### config.mk
export PLATFORM = sky130hd
export DESIGN_NAME = demux4_rr_dispatcher
export DESIGN_NICKNAME = d
export VERILOG_FILES = /design/src/rtl/demux4_rr_dispatcher.sv
export SDC_FILE = /design/constraint.sdc
export NUM_CORES = 1
export LEC_CHECK = 0
export CORE_ASPECT_RATIO = 0.5
export CORE_MARGIN = 2
export CORE_UTILIZATION = 49
export DETAILED_ROUTE_END_ITERATION = 10
export PLACE_DENSITY = 0.84
export SLEW_MARGIN = 5
export SYNTH_ARGS = -nofsm -noshare
export SYNTH_HDL_FRONTEND = slang
export SYNTH_SLANG_ARGS = --single-unit
### constraint.sdc
create_clock -name clk -period 4.72 [get_ports clk]
set_input_delay 1.18 -clock clk [delete_from_list [all_inputs] [get_ports clk]]
set_output_delay 1.18 -clock clk [all_outputs]
set_load 0.02 [all_outputs]
### src/rtl/demux4_rr_dispatcher.sv
// Round-robin dispatcher driving the select of a 1-to-4 demux.
// One held word is steered to the next enabled channel and kept until that consumer takes it.
module demux4_rr_dispatcher #(
  parameter int DATA_W = 8
) (
  input  logic              clk,
  input  logic              rst_n,
  input  logic              in_valid,
  input  logic [DATA_W-1:0] in_data,
  output logic              in_ready,
  input  logic [3:0]        chan_en,
  output logic [3:0]        out_valid,
  output logic [DATA_W-1:0] out_data,
  input  logic [3:0]        out_ready,
  output logic [1:0]        sel,
  output logic              busy,
  output logic [15:0]       xfer_cnt
);

  typedef enum logic {IDLE, SEND} state_t;

  state_t            state, state_next;
  logic [1:0]        ptr, ptr_next;
  logic [1:0]        sel_next;
  logic [1:0]        base;
  logic [1:0]        target;
  logic [DATA_W-1:0] data_next;
  logic [15:0]       cnt_next;
  logic [3:0]        valid_next;
  logic              accept;
  logic              xfer;

  assign in_ready = (|chan_en) && ((state == IDLE) || out_ready[sel]);
  assign xfer     = (state == SEND) && out_ready[sel];
  assign accept   = in_valid && in_ready;
  assign busy     = (state == SEND);

  // Input can only be accepted in SEND together with a transfer, so the search then resumes after sel.
  assign base = (state == SEND) ? sel + 2'd1 : ptr;

  // Descending scan so the smallest enabled offset from base wins.
  always_comb begin
    target = base;
    for (int k = 3; k >= 0; k--) begin
      if (chan_en[base + 2'(k)]) begin
        target = base + 2'(k);
      end
    end
  end

  always_comb begin
    state_next = state;
    ptr_next   = ptr;
    sel_next   = sel;
    data_next  = out_data;
    cnt_next   = xfer_cnt;
    valid_next = out_valid;
    case (state)
      IDLE: begin
        if (accept) begin
          state_next = SEND;
          sel_next   = target;
          data_next  = in_data;
        end
      end
      SEND: begin
        if (xfer) begin
          cnt_next = xfer_cnt + 16'd1;
          if (accept) begin
            sel_next  = target;
            data_next = in_data;
          end else begin
            ptr_next   = sel + 2'd1;
            state_next = IDLE;
          end
        end
      end
      default: state_next = IDLE;
    endcase
    valid_next = (state_next == SEND) ? (4'b0001 << sel_next) : 4'b0000;
  end

  always_ff @(posedge clk or negedge rst_n) begin
    if (!rst_n) begin
      state     <= IDLE;
      ptr       <= 2'd0;
      sel       <= 2'd0;
      out_data  <= '0;
      out_valid <= 4'b0000;
      xfer_cnt  <= 16'd0;
    end else begin
      state     <= state_next;
      ptr       <= ptr_next;
      sel       <= sel_next;
      out_data  <= data_next;
      out_valid <= valid_next;
      xfer_cnt  <= cnt_next;
    end
  end

endmodule

## Word level (Yosys, flattened, before mapping)

Cells that the tools add are included.

- Logic and storage cells: 52
- Bits in writable memories: 0
- Input bits: 19
- Memory bits (read-only): 0
- Register bits after elaboration: 33
- Memories kept: 0
- Bits in latches: 0

- Reduce and logical (&&, ||, !) cells: 7
- Bitwise operators: 2
- Multiply operators: 0
- Shift operators: 1
- Divide/modulo/power cells: 0
- Equality and inequality tests: 1
- Magnitude comparators: 5
- Multiplexer cells: 25
- $add $sub $neg: 5

Operators by type and width:

| operator | count |
|---|---|
| $add 16x1->16 const B | 1 |
| $mux 8 | 2 |
| $pmux 8 s2 | 1 |
| $lt 2x3->1 const B | 5 |
| $mux 2 | 7 |
| $bmux 1 s2 | 5 |
| $mux 1 | 7 |
| $add 2x1->2 const B | 2 |
| $add 2x2->2 const B | 2 |
| $mux 4 | 1 |
| $pmux 2 s2 | 1 |
| $reduce_or 4->1 | 1 |
| $shl 1x2->4 const A | 1 |
| $logic_and 1x1->1 | 3 |
| $reduce_and 3->1 | 1 |
| $ne 2x1->1 const B | 1 |
| $not 1->1 | 2 |
| $pmux 1 s2 | 1 |
| $reduce_and 2->1 | 1 |
| $logic_or 1x1->1 | 1 |

## Depth between registers and ports, before layout

Gate-level depths: netlist of run 1.

- Depth in word-level cells: 14
- Depth in mapped cells: 7

## Least setup slack after synthesis of run 1

Ideal clock, no wire load.

- Kind: input to output
- Start point: input out_ready[2]
- End point: output in_ready
- Data required time: 3.540 ns
- Path buffers: 0
- Stages on the path: 3
- Arrival: 1.905 ns
- Path slack: 1.635 ns
- Cells stage by stage: mux2_2 > a2bb2o_1 > nor2_1

- Longest elaborated chain between the ends: 4

Ends and longest elaborated chain:

| element | line | source |
|---|---|---|
| from (decl) | 14 | `input logic [3:0] out_ready,` |
| $bmux 1 s2 | 33 | `assign in_ready = (\|chan_en) && ((state == IDLE) \|\| out_ready[sel]);` |
| $mux 1 (implied by the code) | 33 |  |
| $logic_or 1x1->1 | 33 |  |
| $logic_and 1x1->1 | 33 |  |
| to (decl) | 10 | `output logic in_ready,` |

Every way passes these cells. The select of a mux whose other input is x is not followed.

## Worst setup path after layout of run 1

- Start point: input out_ready[0]
- End point: output in_ready

Same word-level chain as after synthesis.

==> impl_metrics.toml, run 1 <==
[worst_hold_path]
hold_class = "reg -> reg"

[route]
avgViaCountPerCell = 5.39
wl_per_cell_um = 15.0
drc_errors = 0
vias = 1250
antenna_left = 0
drt-initial-drc-count = 26
dr.pass1.iters = 4
wl_um = 3470

[critical_path]
crit_path_start_kind = "input pin"
worst_path_max_delay_cell = "clkdlybuf4s50_1"
worstPathCellList = "clkdlybuf4s50_1, mux2_2, a2bb2o_1, nor2_1, clkdlybuf4s50_1"
crit_top_cell = "clkdlybuf4s50_1"
cp-end-kind = "output pin"
crit_fanout = 3
required_ns = 3.54
cp.arrival_ns = 2.90
worstSetupPathType = "in -> out"
slowest_delay_ns = 0.61

[sta]
grt_setup_unrepaired = "false"
relSlewSlack = 0.461
fin_skew_ns = 0.0129
worst_slew_pin_slew_ns = 0.805
clock.fmax_mhz = 245
slew_violations = 0
setup_viol_count_final = 0
finalHoldWorstSlack_ns = 0.482
finalHoldViolCount = 0
post-route-period-util = 0.865
fin_crit_ns = 4.08
finalSetupTns_ns = 0

[logic_synthesis]
async_flop_share = 1.00
synth_most_common_cell = "dfrtp_1"
synth_edf_count = 0
yosysTopAreaCell = "dfrtp_1"
synth_fp_nets = 158
syn-instance-count = 138
ys.flop_type = "dfrtp_1"
synth-seq-area-share = 0.507
yosysWarnings = 0
synth_top_area_frac = 0.507
yosys-top-cells-area = "dfrtp_1, xnor2_1, mux2_2"
ys_seq_elements = 33
synth_common_cells = "dfrtp_1, xnor2_1, nand2_1, mux2_2, nor2_1"
ys_types = 42
syn_area_per_cell_um2 = 11.8
synth_area_um2 = 1630

[layout]
fin_nets = 212
area_growth_pct = 37.4
drive_above_1_share = 0.146
diodes = 0
fillerInstances = 233
utilization = 0.726

[clocking]
post-cts-setup-buffers = 0
clockBufferDepth = 2
htree_levels = 2
clk_root_buffer_cell = "clkbuf_8"
cts_buffers = 5
cts_tree = "yes"
cts_resized = 0
clock_latency_ns = 0.29
clk_pin_slew_ns = 0.07
hold_buffers = 0
clock-sinks = 33

[pwr]
clkPwrFrac = 0.169
p_leak_nw = 0.931
powerDensity_nw_per_um2 = 574
p_int_uw = 793
seq_power_share = 0.363
ir_drop_mv = 0.359
switching_share = 0.383
p_switching_uw = 492
comb_power_share = 0.468
power_mw = 1.28

[floorplanning]
die_h_um = 44.8
start_util = 0.529
rows = 14
core_area_um2 = 3080
die-area_um2 = 3830
pin_count = 51
die_w_um = 85.6

[placed_design]
hpwlAfterDp_um = 2600
gp_congestion = 0.816
portBuffers = 50

[global_routing]
grt_pass1_wl_um = 5610
overflow = 0
grt_usage = 0.195
grt_pass1_vias = 1176
grt_max_degree = 20
antenna_found_initial = 0

[flow_run]
cap_violations = 0

[status]
status = "completed"
logic make-up after synthesis:
| kind of cell | Yosys count | synth area share |
|---|---|---|
| and+or+nand+nor | 48 | 0.177 |
| DFF | 33 | 0.507 |
| AOI/OAI and AO/OA | 18 | 0.0860 |
| xor gates and xnor gates | 16 | 0.0860 |
| muxes | 14 | 0.102 |
| buffers and inverters | 8 | 0.0353 |
| adders and majority gates | 1 | 0.00767 |
cell usage in the layout, fill, tap and decap left out, types with 4 or more instances in the layout:
cell and count:
mux2_2 8, nand2_1 14, clkbuf_8 6, nand2b_1 4, nand3_2 4, xnor2_1 15
nor2_1 6, clkdlybuf4s50_1 50, dfrtp_1 33
registers in the layout, indices dropped and copies added (netlist names):
name,cells
xfer_cnt,16
out_data,8
out_valid,4
ptr,2
sel,2
busy,1
power groups by stage:
stage	Combinational, mW	Clock [mW]	Sequential [mW]
5_1_grt	0.645	0.232	0.479
6_report	0.601	0.217	0.466
3_3_place_gp	0.593	0	0.466
4_1_cts	0.606	0.221	0.466
2_1_floorplan	0.303	0	0.533
3_5_place_dp	0.604	0	0.470
critical path, delay by kind of cell:
family	cells	cell delay (ns)
and+or+nand+nor	1	0.11
AOI/OAI and AO/OA	1	0.31
muxes	1	0.18
buffers and inverters	2	1.12
layer usage:
metal	global-route usage	up-vias	part of all wire
met5	0	-	0
met4	0.0698	0	0.012
met3	0.0494	5	0.036
met2	0.327	24	0.49
met1	0.254	624	0.46
li1	-	597	-
stage by stage:
stage / worst slack [ns] / instance area, um2 / instances
6_report: 0.638 / 2240 / 232
5_1_grt: 0.581 / 2240 / 232
4_1_cts: 0.624 / 2240 / 232
3_5_place_dp: 0.660 / 2150 / 225
3_3_place_gp: 0.675 / 2150 / 225
2_1_floorplan: 1.64 / 1630 / 138
cell type report:
| type | count | area [um2] | area share |
|---|---|---|---|
| Clock buffer | 6 | 82.6 | 0.0369 |
| Clock inverter | 1 | 7.51 | 0.00335 |
| Inverter | 3 | 11.3 | 0.00503 |
| Multi-Input combinational cell | 97 | 747 | 0.334 |
| Sequential cell | 33 | 826 | 0.369 |
| Tap cell | 40 | 50.0 | 0.0223 |
| Timing Repair Buffer | 52 | 515 | 0.230 |
worst paths after layout:
path / start / to / slack [ns] / depth (start not counted)
max: out_ready[0] / in_ready / 0.64 / 5
min: xfer_cnt[15]$_DFFE_PN0P_ / xfer_cnt[15]$_DFFE_PN0P_ / 0.48 / 1
max reg2reg: sel[0]$_DFF_PN0_ / out_data[3]$_DFFE_PN0P_ / 2.67 / 5
min reg2reg: xfer_cnt[15]$_DFFE_PN0P_ / xfer_cnt[15]$_DFFE_PN0P_ / 0.48 / 1
max in group asynchronous: rst_n / out_data[3]$_DFFE_PN0P_ / 2.64 / 2
min in group asynchronous: rst_n / ptr[0]$_DFFE_PN0P_ / 1.36 / 1
(Power assumes the default switching activity.)
==> run 2: changes to the inputs <==
--- a/config.mk
+++ b/config.mk
@@ -5,9 +5,9 @@
 export SDC_FILE = /design/constraint.sdc
 export NUM_CORES = 1
 export LEC_CHECK = 0
-export CORE_ASPECT_RATIO = 0.5
 export CORE_MARGIN = 2
 export CORE_UTILIZATION = 49
+export CTS_CLUSTER_DIAMETER = 60
 export DETAILED_ROUTE_END_ITERATION = 10
 export PLACE_DENSITY = 0.84
 export SLEW_MARGIN = 5
==> run 2 against run 1 <==
Wire length increased by 3.6%. Highest routed layer unchanged. Final cell count increased by 2.2%. Critical path type unchanged. Critical path depth unchanged. Via count increased by 2.1%. Register-to-register slack got worse by 0.06 ns. Maximum frequency increased by 0.42%. Sequential power about the same. Design area decreased by 0.67%. Power decreased by 2.5%. Clock power decreased by 18%.
==> impl_metrics.toml, run 2 (synthesis gave the netlist of run 1 again) <==
[clocking]
cts_resized = 0
clock_latency_ns = 0.33
hold_buffers = 0
cts_tree = "yes"
post-cts-setup-buffers = 0
clk_pin_slew_ns = 0.09
clock-sinks = 33
clockBufferDepth = 2
clk_root_buffer_cell = "clkbuf_4"
htree_levels = 2
cts_buffers = 5

[pwr]
ir_drop_mv = 0.314
p_leak_nw = 0.929
powerDensity_nw_per_um2 = 563

[sta]
setup_viol_count_final = 0
grt_setup_unrepaired = "false"
finalSetupTns_ns = 0
post-route-period-util = 0.861
clock.fmax_mhz = 246
fin_crit_ns = 4.06
worst_slew_pin_slew_ns = 0.469
fin_skew_ns = 0.0101
relSlewSlack = 0.685
slew_violations = 0
finalHoldViolCount = 0
worst_slack_ns = 0.655

[global_routing]
grt_pass1_wl_um = 6040
grt_max_degree = 34
overflow = 0
grt_pass1_vias = 1310
antenna_found_initial = 0
grt_usage = 0.220

[layout]
largestRegisters = "xfer_cnt: 16 flops, out_data: 8 flops, out_valid: 4 flops"
area_growth_pct = 36.5
diodes = 0
mostFrequentLayoutCells = "clkdlybuf4s50_1, dfrtp_1, xnor2_1"
regMostFlops = "xfer_cnt"
final_common_cell = "clkdlybuf4s50_1"
largest_reg_flops = 16
fin_cells = 237
fin_nets = 212
drive_above_1_share = 0.150

[critical_path]
worst_path_max_delay_cell = "clkdlybuf4s50_1"
slowest_delay_ns = 0.60
r2r-start = "sel[0]$_DFF_PN0_"
worstPathCellList = "clkdlybuf4s50_1, mux2_2, a2bb2o_1, nor2_1, clkdlybuf4s50_1"
crit_fanout = 3
worstSetupPathType = "in -> out"
crit_path_start_kind = "input pin"
r2r_cells = 5
cp-end-kind = "output pin"
required_ns = 3.54
cp.arrival_ns = 2.88
crit_top_cell = "clkdlybuf4s50_1"
rrSetupSlack_ns = 2.61
reg2reg_to = "out_data[7]$_DFFE_PN0P_"
crit_buf_inv = 2
critical_path.top_delay_family = "buffers and inverters"

[floorplanning]
die_h_um = 61.7
start_util = 0.525
rows = 20
pin_count = 51
die-area_um2 = 3800
core_area_um2 = 3100
die_w_um = 61.7

[route]
drc_errors = 0
dr.pass1.iters = 4
wl_um = 3600
avgViaCountPerCell = 5.38
vias = 1276
antenna_left = 0
drt-initial-drc-count = 52
wl_per_cell_um = 15.2

[worst_hold_path]
hold_class = "reg -> reg"
hold_start = "out_data[6]$_DFFE_PN0P_"
hold_depth = 1
whs_endpoint = "out_data[6]$_DFFE_PN0P_"

[placed_design]
gp_congestion = 0.863
hpwlAfterDp_um = 2770
dp_cells = 229
place_ws_ns = 0.665
portBuffers = 50

[status]
status = "completed"

[flow_run]
cap_violations = 0
run 2: routing by layer:
layer  up-vias  routed length [um]  GRT usage
li1        603                   -          -
met1       622                1470      0.255
met2        47                1930      0.389
met3         4                 157     0.0483
met4         0                  40     0.0912
met5         -                   0          0
run 2: per-stage QoR:
step	power (mW)	cell area [um2]	util	hold slack, ns
2_1_floorplan	0.836	1630	-	0.520
3_3_place_gp	1.05	2150	0.694	0.469
3_5_place_dp	1.08	2150	0.694	0.478
4_1_cts	1.26	2220	0.717	0.498
5_1_grt	1.33	2220	0.717	0.524
6_report	1.25	2220	0.717	0.491
run 2: worst max path at each step:
| stage | endpoint | cells past startpoint | start | slack [ns] |
|---|---|---|---|---|
| after CTS | in_ready | 5 | out_ready[2] | 0.65 |
| after global placement | in_ready | 5 | out_ready[0] | 0.71 |
| after floorplan | in_ready | 3 | out_ready[2] | 1.64 |
| after global routing | in_ready | 5 | out_ready[2] | 0.59 |
| final | in_ready | 5 | out_ready[2] | 0.66 |
| after detailed placement | in_ready | 5 | out_ready[2] | 0.66 |
run 2: final cells by class:
| type | count | area [um2] |
|---|---|---|
| multi-input cells | 97 | 747 |
| flip-flops and latches | 33 | 826 |
| repair buffers | 52 | 515 |
| clock buffers | 7 | 65.1 |
| well taps | 44 | 55.1 |
| inverters | 3 | 11.3 |
| clock inverters | 1 | 5.00 |
| fillers | 248 | 878 |
run 2: worst reg2reg max path: stages (launching register included):
cell and delay (ns):
dfrtp_1 0.55, nand2b_1 0.32, a2bb2o_1 0.33, nor3b_1 0.22
buf_4 0.23, mux2_2 0.35
run 2: power by group:
part           total (mW)  leakage, nW  switching, mW  internal (mW)
Sequential          0.467        0.423         0.0969          0.370
Clock               0.179       0.0413         0.0932         0.0863
Combinational       0.605        0.465          0.299          0.306
==> run 3: changes to the inputs <==
--- a/config.mk
+++ b/config.mk
@@ -6,10 +6,10 @@
 export NUM_CORES = 1
 export LEC_CHECK = 0
 export CORE_MARGIN = 2
-export CORE_UTILIZATION = 49
+export CORE_UTILIZATION = 41
 export CTS_CLUSTER_DIAMETER = 60
 export DETAILED_ROUTE_END_ITERATION = 10
-export PLACE_DENSITY = 0.84
+export PLACE_DENSITY = 0.75
 export SLEW_MARGIN = 5
 export SYNTH_ARGS = -nofsm -noshare
 export SYNTH_HDL_FRONTEND = slang
==> constraint.sdc (replaced) <==
create_clock -name clk -period 3.5 [get_ports clk]
set_input_delay 0.875 -clock clk [delete_from_list [all_inputs] [get_ports clk]]
set_output_delay 0.875 -clock clk [all_outputs]
set_load 0.02 [all_outputs]
==> run 3 against run 2 <==
Count of clock-buffer cells in the layout fell by 1. Die area increased by 18%. Critical path depth did not move. Wire length shrank 0.75%. Worst hold slack got worse by 0.011 ns. Setup slack got worse by 0.23 ns. Sequential power up 35%. Critical endpoint unchanged. Clock skew decreased by 0.00086 ns. Sequential share of layout area is 0.45 points lower. Register-to-register slack got worse by 1.2 ns. Final cell count rose by 1.3%.
==> impl_metrics.toml, run 3 (synthesis gave the netlist of run 1 again) <==
[status]
status = "completed"

[worst_hold_path]
hold_class = "reg -> reg"
hold_start = "xfer_cnt[15]$_DFFE_PN0P_"
whs_endpoint = "xfer_cnt[15]$_DFFE_PN0P_"
hold_depth = 1

[clocking]
hold_buffers = 0
cts_buffers = 5
clk_pin_slew_ns = 0.07
post-cts-setup-buffers = 0
htree_levels = 2
cts_tree = "yes"
clk_root_buffer_cell = "clkbuf_8"
clockBufferDepth = 2
clock-sinks = 33
clock_latency_ns = 0.28
cts_resized = 0

[global_routing]
grt_max_degree = 34
grt_usage = 0.184
grt_pass1_wl_um = 6130
overflow = 0
antenna_found_initial = 0
grt_pass1_vias = 1276

[route]
wl_met2_um = 1870
dr.pass1.iters = 4
wl_um = 3570
wl_met1_um = 1490
antenna_left = 0
vias = 1244
drt-initial-drc-count = 57
top_layer = "met4"
wl_per_cell_um = 14.9
drc_errors = 0
avgViaCountPerCell = 5.18
route.met3.wl_um = 160

[layout]
drive_above_1_share = 0.146
largest_reg_flops = 16
fillerInstances = 322
largestRegisters = "xfer_cnt: 16 flops, out_data: 8 flops, out_valid: 4 flops"
final_common_cell = "clkdlybuf4s50_1"
area_growth_pct = 38.1
regMostFlops = "xfer_cnt"
fin_nets = 212
diodes = 0
mostFrequentLayoutCells = "clkdlybuf4s50_1, dfrtp_1, xnor2_1"
utilization = 0.602

[pwr]
clkPwrFrac = 0.165
p_leak_nw = 0.936
switching_share = 0.384
p_int_mw = 1.07
seq_power_share = 0.364
comb_power_share = 0.471
ir_drop_mv = 0.341
powerDensity_nw_per_um2 = 769
p_switching_uw = 664

[sta]
slew_violations = 0
worst_slack_ns = 0.421
finalHoldViolCount = 0
clock.fmax_mhz = 325
setup_viol_count_final = 0
fin_skew_ns = 0.00921
worst_slew_pin_slew_ns = 0.460
relSlewSlack = 0.690
finalSetupTns_ns = 0
grt_setup_unrepaired = "false"
finalHoldWorstSlack_ns = 0.480
post-route-period-util = 0.880
fin_crit_ns = 3.08

[critical_path]
cp.arrival_ns = 2.20
rrSetupSlack_ns = 1.43
worstPathCellList = "clkdlybuf4s50_1, mux2_2, a2bb2o_1, nor2_1, dlymetal6s2s_1"
reg2reg_to = "out_data[3]$_DFFE_PN0P_"
worstSetupPathType = "in -> out"
r2r_cells = 5
crit_path_start_kind = "input pin"
r2r-start = "sel[0]$_DFF_PN0_"
crit_fanout = 3
cp-end-kind = "output pin"
slowest_delay_ns = 0.51
worst_path_max_delay_cell = "clkdlybuf4s50_1"
required_ns = 2.62

[floorplanning]
start_util = 0.435
die_h_um = 67.1
rows = 22
core_area_um2 = 3740
die-area_um2 = 4500
pin_count = 51
die_w_um = 67.1

[placed_design]
hpwlAfterDp_um = 2760
gp_congestion = 0.846
place_ws_ns = 0.0319
portBuffers = 50

[flow_run]
cap_violations = 0
## run 3: through the flow
| stage | power, mW | instance area [um2] | instances |
|---|---|---|---|
| floorplan | 1.13 | 1630 | 138 |
| global placement | 1.43 | 2160 | 233 |
| detailed placement | 1.46 | 2160 | 233 |
| CTS | 1.75 | 2250 | 240 |
| global route | 1.84 | 2250 | 240 |
| finish | 1.73 | 2250 | 240 |
## run 3: worst max-delay path by stage
| stage | start | to | slack, ns |
|---|---|---|---|
| after global routing | out_ready[1] | in_ready | 0.37 |
| after global placement | out_ready[0] | in_ready | 0.11 |
| after CTS | out_ready[2] | in_ready | 0.02 |
| after floorplan | out_ready[2] | in_ready | 1.03 |
| after detailed placement | out_ready[2] | in_ready | 0.03 |
| final | out_ready[2] | in_ready | 0.42 |
## run 3: power by group through the flow
stage | sequential, mW | combinational (mW) | clock [mW]
floorplan | 0.718 | 0.408 | 0
global placement | 0.631 | 0.796 | 0
detailed placement | 0.639 | 0.821 | 0
CTS | 0.633 | 0.824 | 0.294
global route | 0.653 | 0.875 | 0.309
finish | 0.631 | 0.815 | 0.286
## run 3: critical path: cells and delay by family
family	cells	cell delay [ns]
buffers and inverters	2	0.74
AO/OA/AOI/OAI	1	0.30
multiplexers	1	0.17
AND/OR/NAND/NOR	1	0.12
## run 3: cell type report
| class | count | area [um2] | share of cell area |
|---|---|---|---|
| clock buffer | 6 | 82.6 | 0.0367 |
| clock inverter | 1 | 7.51 | 0.00333 |
| inverter | 3 | 11.3 | 0.00500 |
| multi-input combinational | 97 | 747 | 0.332 |
| sequential | 33 | 826 | 0.367 |
| tap | 48 | 60.1 | 0.0267 |
| timing repair buffer | 52 | 518 | 0.230 |
## run 3: metal layers
| layer | track usage | vias up |
|---|---|---|
| met3 | 0.0389 | 7 |
| met4 | 0.0816 | 0 |
| met5 | 0 | - |
| li1 | - | 592 |
| met1 | 0.216 | 606 |
| met2 | 0.318 | 39 |
